## src/rtl/lea_lcd_pkg.sv

```systemverilog
// Shared types, LCD command bytes and the message ROM for the LEA LCD driver.
// Optional hex readout of a data word is enabled with LEA_LCD_HEX_EN.
package lea_lcd_pkg;

  typedef enum logic [2:0] {
    ST_PWRUP,
    ST_INIT,
    ST_L1_ADDR,
    ST_L1_CHR,
    ST_L2_ADDR,
    ST_L2_CHR,
    ST_IDLE
  } lcd_state_e;

  typedef enum logic [1:0] {
    WR_IDLE,
    WR_PULSE,
    WR_WAIT
  } wr_phase_e;

  localparam logic [7:0] CMD_FUNC_SET = 8'h38;
  localparam logic [7:0] CMD_DISP_ON  = 8'h0C;
  localparam logic [7:0] CMD_ENTRY    = 8'h06;
  localparam logic [7:0] CMD_CLEAR    = 8'h01;
  localparam logic [7:0] CMD_LINE1    = 8'h80;
  localparam logic [7:0] CMD_LINE2    = 8'hC0;
  localparam logic [7:0] CHR_SPACE    = 8'h20;

  // ROM byte for message idx, line (0/1), column 0..15
  function automatic logic [7:0] msg_char(
    input logic [2:0] idx,
    input logic       line,
    input logic [3:0] col
  );
    logic [127:0] txt;
    unique case ({idx, line})
      {3'd0, 1'b0}: txt = {"LEA CIPHER", {6{CHR_SPACE}}};
      {3'd0, 1'b1}: txt = {"*:ENC  #:NEXT", {3{CHR_SPACE}}};
      {3'd1, 1'b0}: txt = {"INPUT PLAINTEXT", CHR_SPACE};
      {3'd1, 1'b1}: txt = {"#:OK", {12{CHR_SPACE}}};
      {3'd2, 1'b0}: txt = {"INPUT KEY", {7{CHR_SPACE}}};
      {3'd2, 1'b1}: txt = {"#:OK", {12{CHR_SPACE}}};
      {3'd3, 1'b0}: txt = {"ENCRYPT SUCCESS", CHR_SPACE};
      {3'd3, 1'b1}: txt = {"#:SHOW", {10{CHR_SPACE}}};
      {3'd4, 1'b0}: txt = {"CIPHERTEXT", {6{CHR_SPACE}}};
      {3'd4, 1'b1}: txt = {"*:DECRYPT", {7{CHR_SPACE}}};
      {3'd5, 1'b0}: txt = {"INPUT KEY (DEC)", CHR_SPACE};
      {3'd5, 1'b1}: txt = {"#:OK", {12{CHR_SPACE}}};
      {3'd6, 1'b0}: txt = {"DECRYPT SUCCESS", CHR_SPACE};
      {3'd6, 1'b1}: txt = {"*:RESTART", {7{CHR_SPACE}}};
      default:      txt = {16{CHR_SPACE}};
    endcase
    return txt[{4'd15 - col, 3'b000} +: 8];
  endfunction

  // Uppercase ASCII hex digit
  function automatic logic [7:0] hex_ascii(input logic [3:0] n);
    if (n < 4'd10) return 8'h30 + {4'h0, n};
    else           return 8'h37 + {4'h0, n};
  endfunction

endpackage

```

## src/rtl/lea_lcd_byte_wr.sv

```systemverilog
// One-byte LCD write: E strobe of E_PULSE_CYC cycles, then a settle wait.
// rs/data are held from the E rise until the next byte is started.
module lea_lcd_byte_wr
  import lea_lcd_pkg::*;
#(
  parameter int E_PULSE_CYC  = 12,
  parameter int CMD_WAIT_CYC = 2000,
  parameter int CLR_WAIT_CYC = 82000
) (
  input  logic       clk,
  input  logic       rst,
  input  logic       start,
  input  logic       rs,
  input  logic [7:0] data,
  input  logic       long_wait,
  output logic       done,
  output logic       lcd_e,
  output logic       lcd_rs,
  output logic [7:0] lcd_data
);

  localparam int M1 = (E_PULSE_CYC > CMD_WAIT_CYC) ?
                      E_PULSE_CYC : CMD_WAIT_CYC;
  localparam int MX = (M1 > CLR_WAIT_CYC) ? M1 : CLR_WAIT_CYC;
  localparam int CW = $clog2(MX + 1);

  wr_phase_e     phase_q;
  logic [CW-1:0] cnt_q;
  logic          long_q;
  logic          e_q;
  logic          rs_q;
  logic [7:0]    data_q;

  // Strobe/wait sequencer; a new start always wins and raises E this edge
  always_ff @(posedge clk) begin
    if (rst) begin
      phase_q <= WR_IDLE;
      cnt_q   <= '0;
      long_q  <= 1'b0;
      e_q     <= 1'b0;
      rs_q    <= 1'b0;
      data_q  <= 8'h00;
    end else if (start) begin
      phase_q <= WR_PULSE;
      cnt_q   <= CW'(E_PULSE_CYC - 1);
      long_q  <= long_wait;
      e_q     <= 1'b1;
      rs_q    <= rs;
      data_q  <= data;
    end else begin
      unique case (phase_q)
        WR_PULSE: begin
          if (cnt_q == '0) begin
            e_q     <= 1'b0;
            phase_q <= WR_WAIT;
            cnt_q   <= long_q ? CW'(CLR_WAIT_CYC - 1)
                              : CW'(CMD_WAIT_CYC - 1);
          end else begin
            cnt_q <= cnt_q - 1'b1;
          end
        end
        WR_WAIT: begin
          if (cnt_q == '0) phase_q <= WR_IDLE;
          else             cnt_q   <= cnt_q - 1'b1;
        end
        default: ;
      endcase
    end
  end

  assign done     = (phase_q == WR_WAIT) && (cnt_q == '0);
  assign lcd_e    = e_q;
  assign lcd_rs   = rs_q;
  assign lcd_data = data_q;

endmodule

```

## src/rtl/lea_lcd_ctrl.sv

```systemverilog
// HD44780 16x2 driver: power-up init, then rewrites both lines on index change.
// Define LEA_LCD_HEX_EN to add disp_word and show it in hex for indices 4 and 6.
module lea_lcd_ctrl
  import lea_lcd_pkg::*;
#(
  parameter int PWRUP_WAIT_CYC = 750000,
  parameter int E_PULSE_CYC    = 12,
  parameter int CMD_WAIT_CYC   = 2000,
  parameter int CLR_WAIT_CYC   = 82000
) (
  input  logic        clk,
  input  logic        rst,
  input  logic [2:0]  LCD_addr,
`ifdef LEA_LCD_HEX_EN
  input  logic [31:0] disp_word,
`endif
  output logic        lcd_e,
  output logic        lcd_rs,
  output logic        lcd_rw,
  output logic [7:0]  lcd_data,
  output logic        busy,
  output logic        refresh_done
);

  localparam int PW = $clog2(PWRUP_WAIT_CYC + 1);

  lcd_state_e    state_q, state_d;
  logic [3:0]    pos_q, pos_d;
  logic [2:0]    idx_q, idx_d;
  logic [2:0]    addr_q;
  logic [2:0]    shown_q;
  logic [PW-1:0] pwr_q;
  logic          busy_q;
  logic          rdone_q;
  logic          cap;
  logic          go;
  logic          fin;
  logic          wr_done;
  logic          wr_rs;
  logic          wr_long;
  logic [7:0]    wr_data;
  logic [7:0]    chr;
`ifdef LEA_LCD_HEX_EN
  logic [31:0]   hex_q;
`endif

  // Index input is sampled every cycle, reset or not
  always_ff @(posedge clk) begin
    addr_q <= LCD_addr;
  end

  // Next state: advance one byte per completed write
  always_comb begin
    state_d = state_q;
    pos_d   = pos_q;
    cap     = 1'b0;
    go      = 1'b0;
    fin     = 1'b0;
    unique case (state_q)
      ST_PWRUP: begin
        if (pwr_q == '0) begin
          go      = 1'b1;
          state_d = ST_INIT;
          pos_d   = 4'd0;
        end
      end
      ST_INIT: begin
        if (wr_done) begin
          go = 1'b1;
          if (pos_q == 4'd3) begin
            state_d = ST_L1_ADDR;
            pos_d   = 4'd0;
            cap     = 1'b1;
          end else begin
            pos_d = pos_q + 4'd1;
          end
        end
      end
      ST_L1_ADDR: begin
        if (wr_done) begin
          go      = 1'b1;
          state_d = ST_L1_CHR;
          pos_d   = 4'd0;
        end
      end
      ST_L1_CHR: begin
        if (wr_done) begin
          go = 1'b1;
          if (pos_q == 4'd15) state_d = ST_L2_ADDR;
          else                pos_d   = pos_q + 4'd1;
        end
      end
      ST_L2_ADDR: begin
        if (wr_done) begin
          go      = 1'b1;
          state_d = ST_L2_CHR;
          pos_d   = 4'd0;
        end
      end
      ST_L2_CHR: begin
        if (wr_done) begin
          if (pos_q == 4'd15) begin
            state_d = ST_IDLE;
            fin     = 1'b1;
          end else begin
            go    = 1'b1;
            pos_d = pos_q + 4'd1;
          end
        end
      end
      ST_IDLE: begin
        if (addr_q != shown_q) begin
          go      = 1'b1;
          state_d = ST_L1_ADDR;
          pos_d   = 4'd0;
          cap     = 1'b1;
        end
      end
      default: state_d = ST_PWRUP;
    endcase
  end

  assign idx_d = cap ? addr_q : idx_q;

  // Character for the byte about to be written
  always_comb begin
    chr = msg_char(idx_d, state_d == ST_L2_CHR, pos_d);
`ifdef LEA_LCD_HEX_EN
    if (state_d == ST_L2_CHR &&
        (idx_d == 3'd4 || idx_d == 3'd6)) begin
      chr = pos_d[3] ? CHR_SPACE
          : hex_ascii(hex_q[{~pos_d[2:0], 2'b00} +: 4]);
    end
`endif
  end

  // Byte to launch for the state being entered
  always_comb begin
    wr_rs   = 1'b0;
    wr_long = 1'b0;
    wr_data = CMD_FUNC_SET;
    unique case (state_d)
      ST_INIT: begin
        unique case (pos_d[1:0])
          2'd0:    wr_data = CMD_FUNC_SET;
          2'd1:    wr_data = CMD_DISP_ON;
          2'd2:    wr_data = CMD_ENTRY;
          default: begin
            wr_data = CMD_CLEAR;
            wr_long = 1'b1;
          end
        endcase
      end
      ST_L1_ADDR: wr_data = CMD_LINE1;
      ST_L2_ADDR: wr_data = CMD_LINE2;
      ST_L1_CHR, ST_L2_CHR: begin
        wr_rs   = 1'b1;
        wr_data = chr;
      end
      default: ;
    endcase
  end

  // Controller state and registered status outputs
  always_ff @(posedge clk) begin
    if (rst) begin
      state_q <= ST_PWRUP;
      pos_q   <= 4'd0;
      idx_q   <= 3'd0;
      shown_q <= 3'd0;
      pwr_q   <= PW'(PWRUP_WAIT_CYC - 1);
      busy_q  <= 1'b1;
      rdone_q <= 1'b0;
    end else begin
      state_q <= state_d;
      pos_q   <= pos_d;
      idx_q   <= idx_d;
      busy_q  <= (state_d != ST_IDLE);
      rdone_q <= fin;
      if (fin) shown_q <= idx_q;
      if (state_q == ST_PWRUP && pwr_q != '0)
        pwr_q <= pwr_q - 1'b1;
    end
  end

`ifdef LEA_LCD_HEX_EN
  // Data word is frozen together with the index
  always_ff @(posedge clk) begin
    if (rst)      hex_q <= 32'h0;
    else if (cap) hex_q <= disp_word;
  end
`endif

  lea_lcd_byte_wr #(
    .E_PULSE_CYC  (E_PULSE_CYC),
    .CMD_WAIT_CYC (CMD_WAIT_CYC),
    .CLR_WAIT_CYC (CLR_WAIT_CYC)
  ) u_wr (
    .clk       (clk),
    .rst       (rst),
    .start     (go),
    .rs        (wr_rs),
    .data      (wr_data),
    .long_wait (wr_long),
    .done      (wr_done),
    .lcd_e     (lcd_e),
    .lcd_rs    (lcd_rs),
    .lcd_data  (lcd_data)
  );

  assign lcd_rw       = 1'b0;
  assign busy         = busy_q;
  assign refresh_done = rdone_q;

endmodule
```

## config.mk

```make
export PLATFORM = sky130hd
export DESIGN_NAME = lea_lcd_ctrl
export DESIGN_NICKNAME = d
export VERILOG_FILES = /design/src/rtl/lea_lcd_pkg.sv /design/src/rtl/lea_lcd_byte_wr.sv /design/src/rtl/lea_lcd_ctrl.sv
export SDC_FILE = /design/constraint.sdc
export NUM_CORES = 1
export LEC_CHECK = 0
export ABC_AREA = 1
export ABC_CLOCK_PERIOD_IN_PS = 8200
export BUFFER_PORTS_ARGS = -buffer_cell sky130_fd_sc_hd__buf_2
export CORE_MARGIN = 1.5
export CORE_UTILIZATION = 60
export CTS_CLUSTER_DIAMETER = 150
export CTS_CLUSTER_SIZE = 25
export DETAILED_ROUTE_END_ITERATION = 7
export PLACE_DENSITY = 0.79
export SYNTH_ARGS = -nofsm -noshare
export SYNTH_HDL_FRONTEND = slang
export SYNTH_HIERARCHICAL = 1
export SYNTH_SLANG_ARGS = --single-unit
export TNS_END_PERCENT = 50
```

## constraint.sdc

```tcl
create_clock -name clk -period 8.2 [get_ports clk]
set_input_delay 2.46 -clock clk [delete_from_list [all_inputs] [get_ports clk]]
set_output_delay 2.46 -clock clk [all_outputs]
set_load 0.005 [all_outputs]
```

==> flow_metrics.py, run 1 <==
metrics = {
    "outcome": {
        "outcome": "finished with violations",
        "violations": "DRC",
    },
    "layout": {
        "multiInputGateArea_um2": 3960,
        "antennaDiodeCount": 0,
        "fin_area_um2": 6260,
        "fillers": 972,
        "final_nets": 1005,
        "regArea_um2": 1360,
        "syn2layout_area_growth_pct": 4.49,
        "fin_cells": 1120,
        "drive_gt1_frac": 0.120,
    },
    "detailed_routing": {
        "wire_per_inst_um": 14.4,
        "dr_total_vias": 6338,
        "antenna_left": 0,
        "first_iter_violations": 473,
        "wirelength_mm": 16.1,
        "drc": 9,
        "routed_via_density": 5.66,
        "drtPass1Iterations": 8,
    },
    "clock_tree": {
        "path_clk_slew_ns": 0.08,
        "clk_latency_ns": 0.36,
        "cts_resized": 0,
        "cts_buffer_depth": 2,
        "post_cts_buffers": 0,
        "numCtsBuffers": 9,
        "cts-root-buf": "clkbuf_8",
        "htree_levels": 3,
        "tritoncts": "built",
        "clock-sinks": 68,
        "cts_hold_buf": 0,
    },
    "sta": {
        "setup_viol": 0,
        "worst_pin_slew_ns": 0.906,
        "max_freq_mhz": 248,
        "fin_crit_ns": 4.04,
        "maxSlewViolCount": 0,
        "fin_worst_skew_ns": 0.0115,
        "hold_viol_final": 0,
        "post-route-period-util": 0.492,
        "rsz0062_at_grt": "no",
        "fin_tns_setup_ns": 0,
        "slew_headroom": 0.394,
    },
    "yosys": {
        "synth_edf_count": 0,
        "synth_commonest_cells": "nand2_1, nand3_1, nor2_1",
        "synth_top_cell_by_area": "dfxtp_1",
        "syn-instance-count": 987,
        "yosys_warnings": 6,
        "ys_seq_area_frac": 0.227,
        "yosysTopAreaCellShare": 0.227,
        "ys_seq_elements": 68,
        "synth_flop_cell": "dfxtp_1",
        "syn-cell-area_um2": 6000,
        "synthesis.nets": 1010,
        "async_flop_share": 0,
        "synthTopCellsByArea": "dfxtp_1, nand2_1, nand3_1",
        "post-synth-top-count-cell": "nand2_1",
        "synthDistinctLibCells": 48,
        "synth.avg_cell_area_um2": 6.07,
    },
    "flow_run": {
        "drv_cap": 0,
    },
    "grt": {
        "grt_pass1_wl_mm": 26.5,
        "grt_pass1_vias": 5699,
        "grt_usage": 0.315,
        "grt_start_max_net_pins": 44,
        "antenna_found_initial": 0,
        "overflow": 0,
    },
    "setup_path": {
        "required_ns": 8.50,
        "cp_slowest_stage_delay_ns": 0.42,
        "cp.arrival_ns": 4.34,
        "cp_max_fo": 16,
        "critPathSlowestCell": "o21ai_1",
        "end_kind": "flip-flop",
        "r2r_cells": 28,
        "crit_path_start_kind": "flip-flop",
        "critPathKind": "flip-flop to flip-flop",
    },
    "min_path": {
        "min_delay_path_depth": 2,
        "min_path_type": "flip-flop to flip-flop",
    },
    "die": {
        "pin_count": 18,
        "initial_core_util": 0.616,
        "core_um2": 9730,
        "rows": 36,
        "dieHeight_um": 103,
        "die_area_um2": 10600,
        "die_w_um": 103,
    },
    "placement": {
        "place.gp.congestion": 1.02,
        "port_buffers": 16,
        "place_area_um2": 6010,
        "dp.cells": 1104,
        "dp_hpwl_mm": 11.4,
    },
    "power": {
        "p_seq_frac": 0.474,
        "p_sw_uw": 150,
        "total_power_uw": 705,
        "power_density_nw_per_um2": 113,
        "p_comb_frac": 0.019,
        "p_int_uw": 555,
        "power.leakage_nw": 3.10,
        "ir_worst_vdd_v": 0.0000639,
        "netSwitchingFraction": 0.212,
        "power.share.clock": 0.507,
    },
}
[cells by family (layout without fill, tap and decap cells)]
family,count (synthesis),in the layout,share of synthesized area
and+or+nand+nor,621,621,0.489
AOI/OAI and AO/OA,124,124,0.119
adders and majority gates,18,18,0.0376
xor gates and xnor gates,10,10,0.0146
other,1,1,0.000625
DFF,68,68,0.227
buffers and inverters,145,145,0.113
[state kept, by name, summed over array words and instances (netlist names)]
| register | flops |
|---|---|
| u_wr/long_q | 1 |
| u_wr/lcd_data | 8 |
| pwr_q | 20 |
| shown_q | 3 |
| u_wr/lcd_rs | 1 |
| u_wr/lcd_e | 1 |
| state_q | 3 |
| u_wr/phase_q | 2 |
| refresh_done | 1 |
| busy | 1 |
| idx_q | 3 |
| addr_q | 3 |
| u_wr/cnt_q | 17 |
| pos_q | 4 |
[worst max-delay path: cells and delay by family, from the launching register on]
family,cells,cell delay (ns)
compound gates,2,0.52
fa+ha+maj,2,0.43
flops,1,0.33
simple gates,19,2.12
buf+inv,5,0.60
[metal layers]
layer	global-route usage	share of wire	vias up
li1	-	-	3203
met1	0.386	0.42	2791
met2	0.529	0.46	283
met3	0.0576	0.078	61
met4	0.162	0.041	0
met5	0	0	-
[cell type report]
class,count,area share
clock inverters,5,0.0170
flip-flops and latches,68,0.217
clock buffers,11,0.0242
repair buffers,19,0.0164
well taps,133,0.0266
multi-input cells,774,0.632
inverters,110,0.0667
[placed cells by master (no fill, tap or decap), drive strengths merged, types with 2 or more instances in the layout]
cell and instances:
a21o 2, a21oi 50, a22oi 2, a31oi 3
buf 19, bufinv 3, clkbuf 11, clkinv 3
dfxtp 68, ha 18, inv 108, nand2 296
nand3 175, nand3b 3, nand4 12, nor2 116
nor3 14, nor4 2, o2111ai 3, o211ai 5
o21ai 54, o21bai 2, o31ai 2, or2 2
xnor2 3, xor2 7
[metrics by stage]
stage / worst slack [ns] / hold WS, ns / utilization
floorplan: 4.67 / 0.426 / -
global placement: 4.29 / 0.445 / 0.617
detailed placement: 4.29 / 0.452 / 0.617
CTS: 4.27 / 0.464 / 0.644
global route: 3.79 / 0.498 / 0.644
finish: 4.16 / 0.465 / 0.644
[power groups by stage]
stage	registers (mW)	clock network (mW)	logic (mW)
after global placement	0.342	0	0.0132
after detailed placement	0.342	0	0.0135
after global routing	0.334	0.373	0.0156
after floorplan	0.341	0	0.00973
final	0.334	0.357	0.0137
after CTS	0.334	0.362	0.0136
[final timing paths]
kind | from | slack [ns] | to
setup / recovery | u_wr/cnt_q[0] | 4.16 | u_wr/lcd_data[6]
hold / removal | u_wr/lcd_e | 0.47 | u_wr/lcd_e
setup reg to reg | u_wr/cnt_q[0] | 4.16 | u_wr/lcd_data[6]
hold reg to reg | u_wr/lcd_e | 0.47 | u_wr/lcd_e
Note: power is estimated with default switching activity, not from simulation.
==> run 2, diff against run 1 <==
--- a/config.mk
+++ b/config.mk
@@ -6,7 +6,7 @@
 export NUM_CORES = 1
 export LEC_CHECK = 0
 export ABC_AREA = 1
-export ABC_CLOCK_PERIOD_IN_PS = 8200
+export ABC_CLOCK_PERIOD_IN_PS = 4000
 export BUFFER_PORTS_ARGS = -buffer_cell sky130_fd_sc_hd__buf_2
 export CORE_MARGIN = 1.5
 export CORE_UTILIZATION = 60
==> constraint.sdc (replaced) <==
create_clock -name clk -period 4 [get_ports clk]
set_input_delay 1.2 -clock clk [delete_from_list [all_inputs] [get_ports clk]]
set_output_delay 1.2 -clock clk [all_outputs]
set_load 0.005 [all_outputs]
==> flow_metrics.py, run 2 (same netlist as run 1, synthesis figures left out) <==
metrics = {
    "detailed_routing": {
        "wirelength_mm": 17.2,
        "antenna_left": 0,
        "dr_total_vias": 6488,
        "drtPass1Iterations": 6,
        "routed_via_density": 5.68,
        "wire_per_inst_um": 15.0,
        "drc": 0,
        "first_iter_violations": 501,
    },
    "die": {
        "rows": 36,
        "initial_core_util": 0.616,
        "core_um2": 9730,
        "dieHeight_um": 103,
        "die_w_um": 103,
        "pin_count": 18,
        "die_area_um2": 10600,
    },
    "sta": {
        "maxSlewViolCount": 0,
        "max_freq_mhz": 270,
        "slew_headroom": 0.259,
        "fin_worst_skew_ns": 0.0110,
        "hold_viol_final": 0,
        "whs_ns": 0.463,
        "rsz0062_at_grt": "yes",
        "worst_pin_slew_ns": 1.11,
        "setup_viol": 0,
        "fin_crit_ns": 3.70,
        "timing.final.ws_setup_ns": 0.302,
        "fin_tns_setup_ns": 0,
        "post-route-period-util": 0.925,
    },
    "layout": {
        "antennaDiodeCount": 0,
        "largest_register_ffs": 20,
        "fillers": 969,
        "drive_gt1_frac": 0.155,
        "syn2layout_area_growth_pct": 8.10,
        "final_common_cell": "nand2_1",
        "final_nets": 1028,
        "final_cell_mix": "nand2_1, nand3_1, nor2_1, inv_1, dfxtp_1",
        "fin_util": 0.666,
        "fin_area_um2": 6480,
        "registers.top_by_ff_count": "pwr_q",
    },
    "flow_run": {
        "drv_cap": 0,
    },
    "placement": {
        "place_ws_ns": 0.146,
        "place.gp.congestion": 1.05,
        "place_area_um2": 6070,
        "dp_hpwl_mm": 12.1,
        "port_buffers": 16,
    },
    "setup_path": {
        "cp.arrival_ns": 3.96,
        "required_ns": 4.27,
        "critPathKind": "flip-flop to flip-flop",
        "cp_common_cell": "nand2_1",
        "cp_slowest_stage_delay_ns": 0.33,
        "cp_max_fo": 6,
        "crit_path_start_kind": "flip-flop",
        "critPathSlowestCell": "dfxtp_1",
        "end_kind": "flip-flop",
    },
    "clock_tree": {
        "cts_hold_buf": 0,
        "cts-root-buf": "clkbuf_8",
        "tritoncts": "built",
        "clock-sinks": 68,
        "numCtsBuffers": 9,
        "cts_buffer_depth": 2,
        "path_clk_slew_ns": 0.08,
        "clk_latency_ns": 0.37,
        "htree_levels": 3,
    },
    "grt": {
        "overflow": 0,
        "antenna_found_initial": 0,
        "grt_pass1_wl_mm": 27.3,
        "grt_start_max_net_pins": 38,
        "grt_pass1_vias": 5712,
        "grt_usage": 0.329,
    },
    "power": {
        "p_comb_frac": 0.021,
        "ir_worst_vdd_v": 0.000234,
        "power.share.clock": 0.453,
        "p_seq_frac": 0.526,
        "p_sw_uw": 323,
        "power_density_nw_per_um2": 201,
        "p_int_uw": 979,
        "power.leakage_nw": 3.18,
        "netSwitchingFraction": 0.248,
    },
    "min_path": {
        "min_path_type": "flip-flop to flip-flop",
    },
    "outcome": {
        "outcome": "completed",
    },
}
-- run 2: changes by cell type in the layout (fill, tap and decap cells not counted), moves of 3 or more --
cell,previous run,this run
buf_4,3,24
clkinvlp_4,1,4
ha_1,18,14
nand2_1,262,257
nand2_2,22,27
nand3_1,167,163
nand3_2,6,10
-- run 2: power groups by stage --
stage	clock [mW]	sequential [mW]	combinational, mW
2_1_floorplan	0	0.699	0.0200
3_3_place_gp	0	0.700	0.0277
3_5_place_dp	0	0.700	0.0278
4_1_cts	0.602	0.684	0.0280
5_1_grt	0.627	0.685	0.0319
6_report	0.590	0.685	0.0279
-- run 2: final cells by class --
| cell class | instances | area, um^2 | share of cell area |
|---|---|---|---|
| multi-input combinational | 775 | 4060 | 0.627 |
| inverter | 110 | 422 | 0.0651 |
| timing repair buffer | 41 | 272 | 0.0419 |
| clock inverter | 7 | 75.1 | 0.0116 |
| tap | 133 | 166 | 0.0257 |
| clock buffer | 9 | 124 | 0.0191 |
| sequential | 68 | 1360 | 0.210 |
-- run 2: repair_timing --
item	in CTS	in global routing
resized for setup	0	20
buffers inserted	0	13
hold endpoints to repair	0	0
endpoints found under the setup margin	0	10
-- run 2: critical path: cells and delay by family (launching register included) --
family / cells / cell delay, ns
buffers and inverters: 6 / 0.66
adders and majority gates: 2 / 0.37
and+or+nand+nor: 23 / 2.25
DFF: 1 / 0.33
-- run 2: path summary, 6_finish.rpt --
check / start / slack (ns) / endpoint / cells past startpoint
max: u_wr/cnt_q[0] / 0.30 / u_wr/lcd_data[3] / 31
min: u_wr/lcd_e / 0.46 / u_wr/lcd_e / 2
max reg2reg: u_wr/cnt_q[0] / 0.30 / u_wr/lcd_data[3] / 31
min reg2reg: u_wr/lcd_e / 0.46 / u_wr/lcd_e / 2
-- run 2: through the flow --
stage,std cells,power [mW]
after floorplan,987,0.719
after global placement,1112,0.728
after detailed placement,1112,0.728
after CTS,1128,1.31
after global routing,1143,1.34
final,1143,1.30
-- run 2: per-layer routing --
metal  wire length (um)  GRT usage
met5                  0          0
met4                767      0.186
met3               1210     0.0712
met2               7920      0.529
met1               7290      0.407
==> run 3, diff against run 2 <==
--- a/config.mk
+++ b/config.mk
@@ -8,12 +8,14 @@
 export ABC_AREA = 1
 export ABC_CLOCK_PERIOD_IN_PS = 4000
 export BUFFER_PORTS_ARGS = -buffer_cell sky130_fd_sc_hd__buf_2
+export CELL_PAD_IN_SITES_DETAIL_PLACEMENT = 1
+export CELL_PAD_IN_SITES_GLOBAL_PLACEMENT = 1
 export CORE_MARGIN = 1.5
-export CORE_UTILIZATION = 60
+export CORE_UTILIZATION = 45
 export CTS_CLUSTER_DIAMETER = 150
 export CTS_CLUSTER_SIZE = 25
 export DETAILED_ROUTE_END_ITERATION = 7
-export PLACE_DENSITY = 0.79
+export PLACE_DENSITY = 0.83
 export SYNTH_ARGS = -nofsm -noshare
 export SYNTH_HDL_FRONTEND = slang
 export SYNTH_HIERARCHICAL = 1
==> flow_metrics.py, run 3 (same netlist as run 1, synthesis figures left out) <==
metrics = {
    "clock_tree": {
        "clock-sinks": 68,
        "cts-root-buf": "clkbuf_16",
        "tritoncts": "built",
        "path_clk_slew_ns": 0.06,
        "cts_buffer_depth": 2,
        "clk_latency_ns": 0.34,
        "htree_levels": 3,
        "numCtsBuffers": 9,
    },
    "setup_path": {
        "end_kind": "flip-flop",
        "crit_start": "u_wr/cnt_q[0]",
        "cp_slowest_stage_delay_ns": 0.88,
        "timing.rr.start": "u_wr/cnt_q[0]",
        "rr_endpoint": "u_wr/cnt_q[3]",
        "critPathKind": "flip-flop to flip-flop",
        "crit_path_start_kind": "flip-flop",
        "crit_chain": "inv_2, ha_1, inv_1, nor2_1, nand2_2, nor2_8, nand2_4, nor3_1, buf_4, nand2_1, o2111ai_1, clkinvlp_4, nand3_1, nand2_1, nand2_1, a21oi_1",
        "cp_max_fo": 18,
        "critPathSlowestCell": "o2111ai_1",
        "r2r_cells": 16,
        "required_ns": 4.19,
        "r2r_slack_ns": 0.20,
        "cp_common_cell": "nand2_1",
        "cp.arrival_ns": 3.99,
    },
    "power": {
        "power_density_nw_per_um2": 236,
        "ir_worst_vdd_v": 0.000180,
        "p_comb_frac": 0.019,
        "power.leakage_nw": 3.28,
        "power.share.clock": 0.546,
        "total_power_mw": 1.58,
        "p_seq_frac": 0.435,
        "netSwitchingFraction": 0.218,
        "p_sw_uw": 344,
        "p_int_mw": 1.23,
    },
    "layout": {
        "registers.top_by_ff_count": "pwr_q",
        "fillers": 1812,
        "fin_area_um2": 6680,
        "final_nets": 1026,
        "syn2layout_area_growth_pct": 11.4,
        "antennaDiodeCount": 0,
        "largest_register_ffs": 20,
        "drive_gt1_frac": 0.159,
        "final_common_cell": "nand2_1",
        "final_cell_mix": "nand2_1, nand3_1, nor2_1, inv_1, dfxtp_1",
    },
    "detailed_routing": {
        "antenna_left": 0,
        "wire_per_inst_um": 17.7,
        "first_iter_violations": 483,
        "drtPass1Iterations": 5,
        "dr_total_vias": 6636,
        "drc": 0,
        "routed_via_density": 5.62,
        "wirelength_mm": 20.8,
    },
    "die": {
        "initial_core_util": 0.468,
        "die_area_um2": 14000,
        "rows": 41,
        "dieHeight_um": 118,
        "core_um2": 12800,
        "pin_count": 18,
        "die_w_um": 118,
    },
    "sta": {
        "timing.final.ws_setup_ns": 0.204,
        "fin_tns_setup_ns": 0,
        "worst_pin_slew_ns": 1.08,
        "setup_viol": 0,
        "fin_crit_ns": 3.80,
        "maxSlewViolCount": 0,
        "whs_ns": 0.459,
        "slew_headroom": 0.279,
        "post-route-period-util": 0.949,
        "fin_worst_skew_ns": 0.00679,
        "max_freq_mhz": 263,
        "hold_viol_final": 0,
    },
    "placement": {
        "port_buffers": 16,
        "place.gp.congestion": 0.930,
        "place_ws_ns": 0.0328,
        "place_area_um2": 6110,
        "dp_hpwl_mm": 14.3,
    },
    "grt": {
        "antenna_found_initial": 0,
        "grt_pass1_vias": 6593,
        "overflow": 0,
        "grt_start_max_net_pins": 38,
        "grt_usage": 0.290,
        "grt_pass1_wl_mm": 33.2,
    },
    "flow_run": {
        "drv_cap": 0,
    },
    "min_path": {
        "min_delay_path_depth": 2,
        "min_from": "u_wr/lcd_e",
        "min_path_type": "flip-flop to flip-flop",
        "hold_end": "u_wr/lcd_e",
    },
    "outcome": {
        "outcome": "completed",
    },
}
## run 3: cell count changes in the layout (fill, tap and decap cells not counted), moves of 3 or more
cell | before | now
nand2_2 | 27 | 24
nand3_2 | 10 | 13
nand3_1 | 163 | 160
clkbuf_8 | 9 | 0
nand2_4 | 12 | 15
clkbuf_16 | 0 | 9
## run 3: cell type report
type                    instances  area [um^2]  share of cell area
multi-input cells             774         4090               0.613
flip-flops and latches         68         1360               0.204
inverters                     110          422              0.0631
repair buffers                 40          273              0.0408
clock buffers                   9          225              0.0337
well taps                     172          215              0.0322
clock inverters                 7         91.3              0.0137
## run 3: worst max-delay path: cells and delay by family (launching register included)
family	cells	cell delay [ns]
buffers and inverters	4	1.01
flip-flops	1	0.34
AO/OA/AOI/OAI	2	0.95
AND/OR/NAND/NOR	9	1.21
adder cells (fa/ha/maj)	1	0.14
## run 3: how the worst max path moves through the flow
stage | to | slack (ns)
6_report | u_wr/cnt_q[3] | 0.20
5_1_grt | u_wr/cnt_q[3] | -0.07
4_1_cts | u_wr/lcd_data[0] | 0.03
3_5_place_dp | u_wr/lcd_data[0] | 0.03
3_3_place_gp | u_wr/lcd_data[1] | 0.15
2_1_floorplan | u_wr/lcd_data[0] | 0.47
## run 3: power groups by stage
stage / combinational (mW) / clock [mW] / sequential (mW)
after floorplan: 0.0200 / 0 / 0.699
after global placement: 0.0281 / 0 / 0.701
after detailed placement: 0.0291 / 0 / 0.701
after CTS: 0.0293 / 0.865 / 0.686
after global routing: 0.0334 / 0.894 / 0.686
final: 0.0295 / 0.860 / 0.686
## run 3: metal layers
metal,GRT usage,part of all wire,vias up
met5,0,0,-
met4,0.114,0.031,0
met3,0.0415,0.048,45
met2,0.502,0.49,191
met1,0.362,0.43,3150
li1,-,-,3250
## run 3: stage by stage
| stage | util | instances |
|---|---|---|
| finish | 0.521 | 1180 |
| global route | 0.521 | 1180 |
| CTS | 0.501 | 1164 |
| global placement | 0.476 | 1148 |
| detailed placement | 0.476 | 1148 |
| floorplan | - | 987 |
## run 3: timing repair
action                     4_1_cts  5_1_grt
gates resized for setup          0       29
setup endpoints to repair        0       10
buffers inserted                 0       16
hold buffers                     0        0
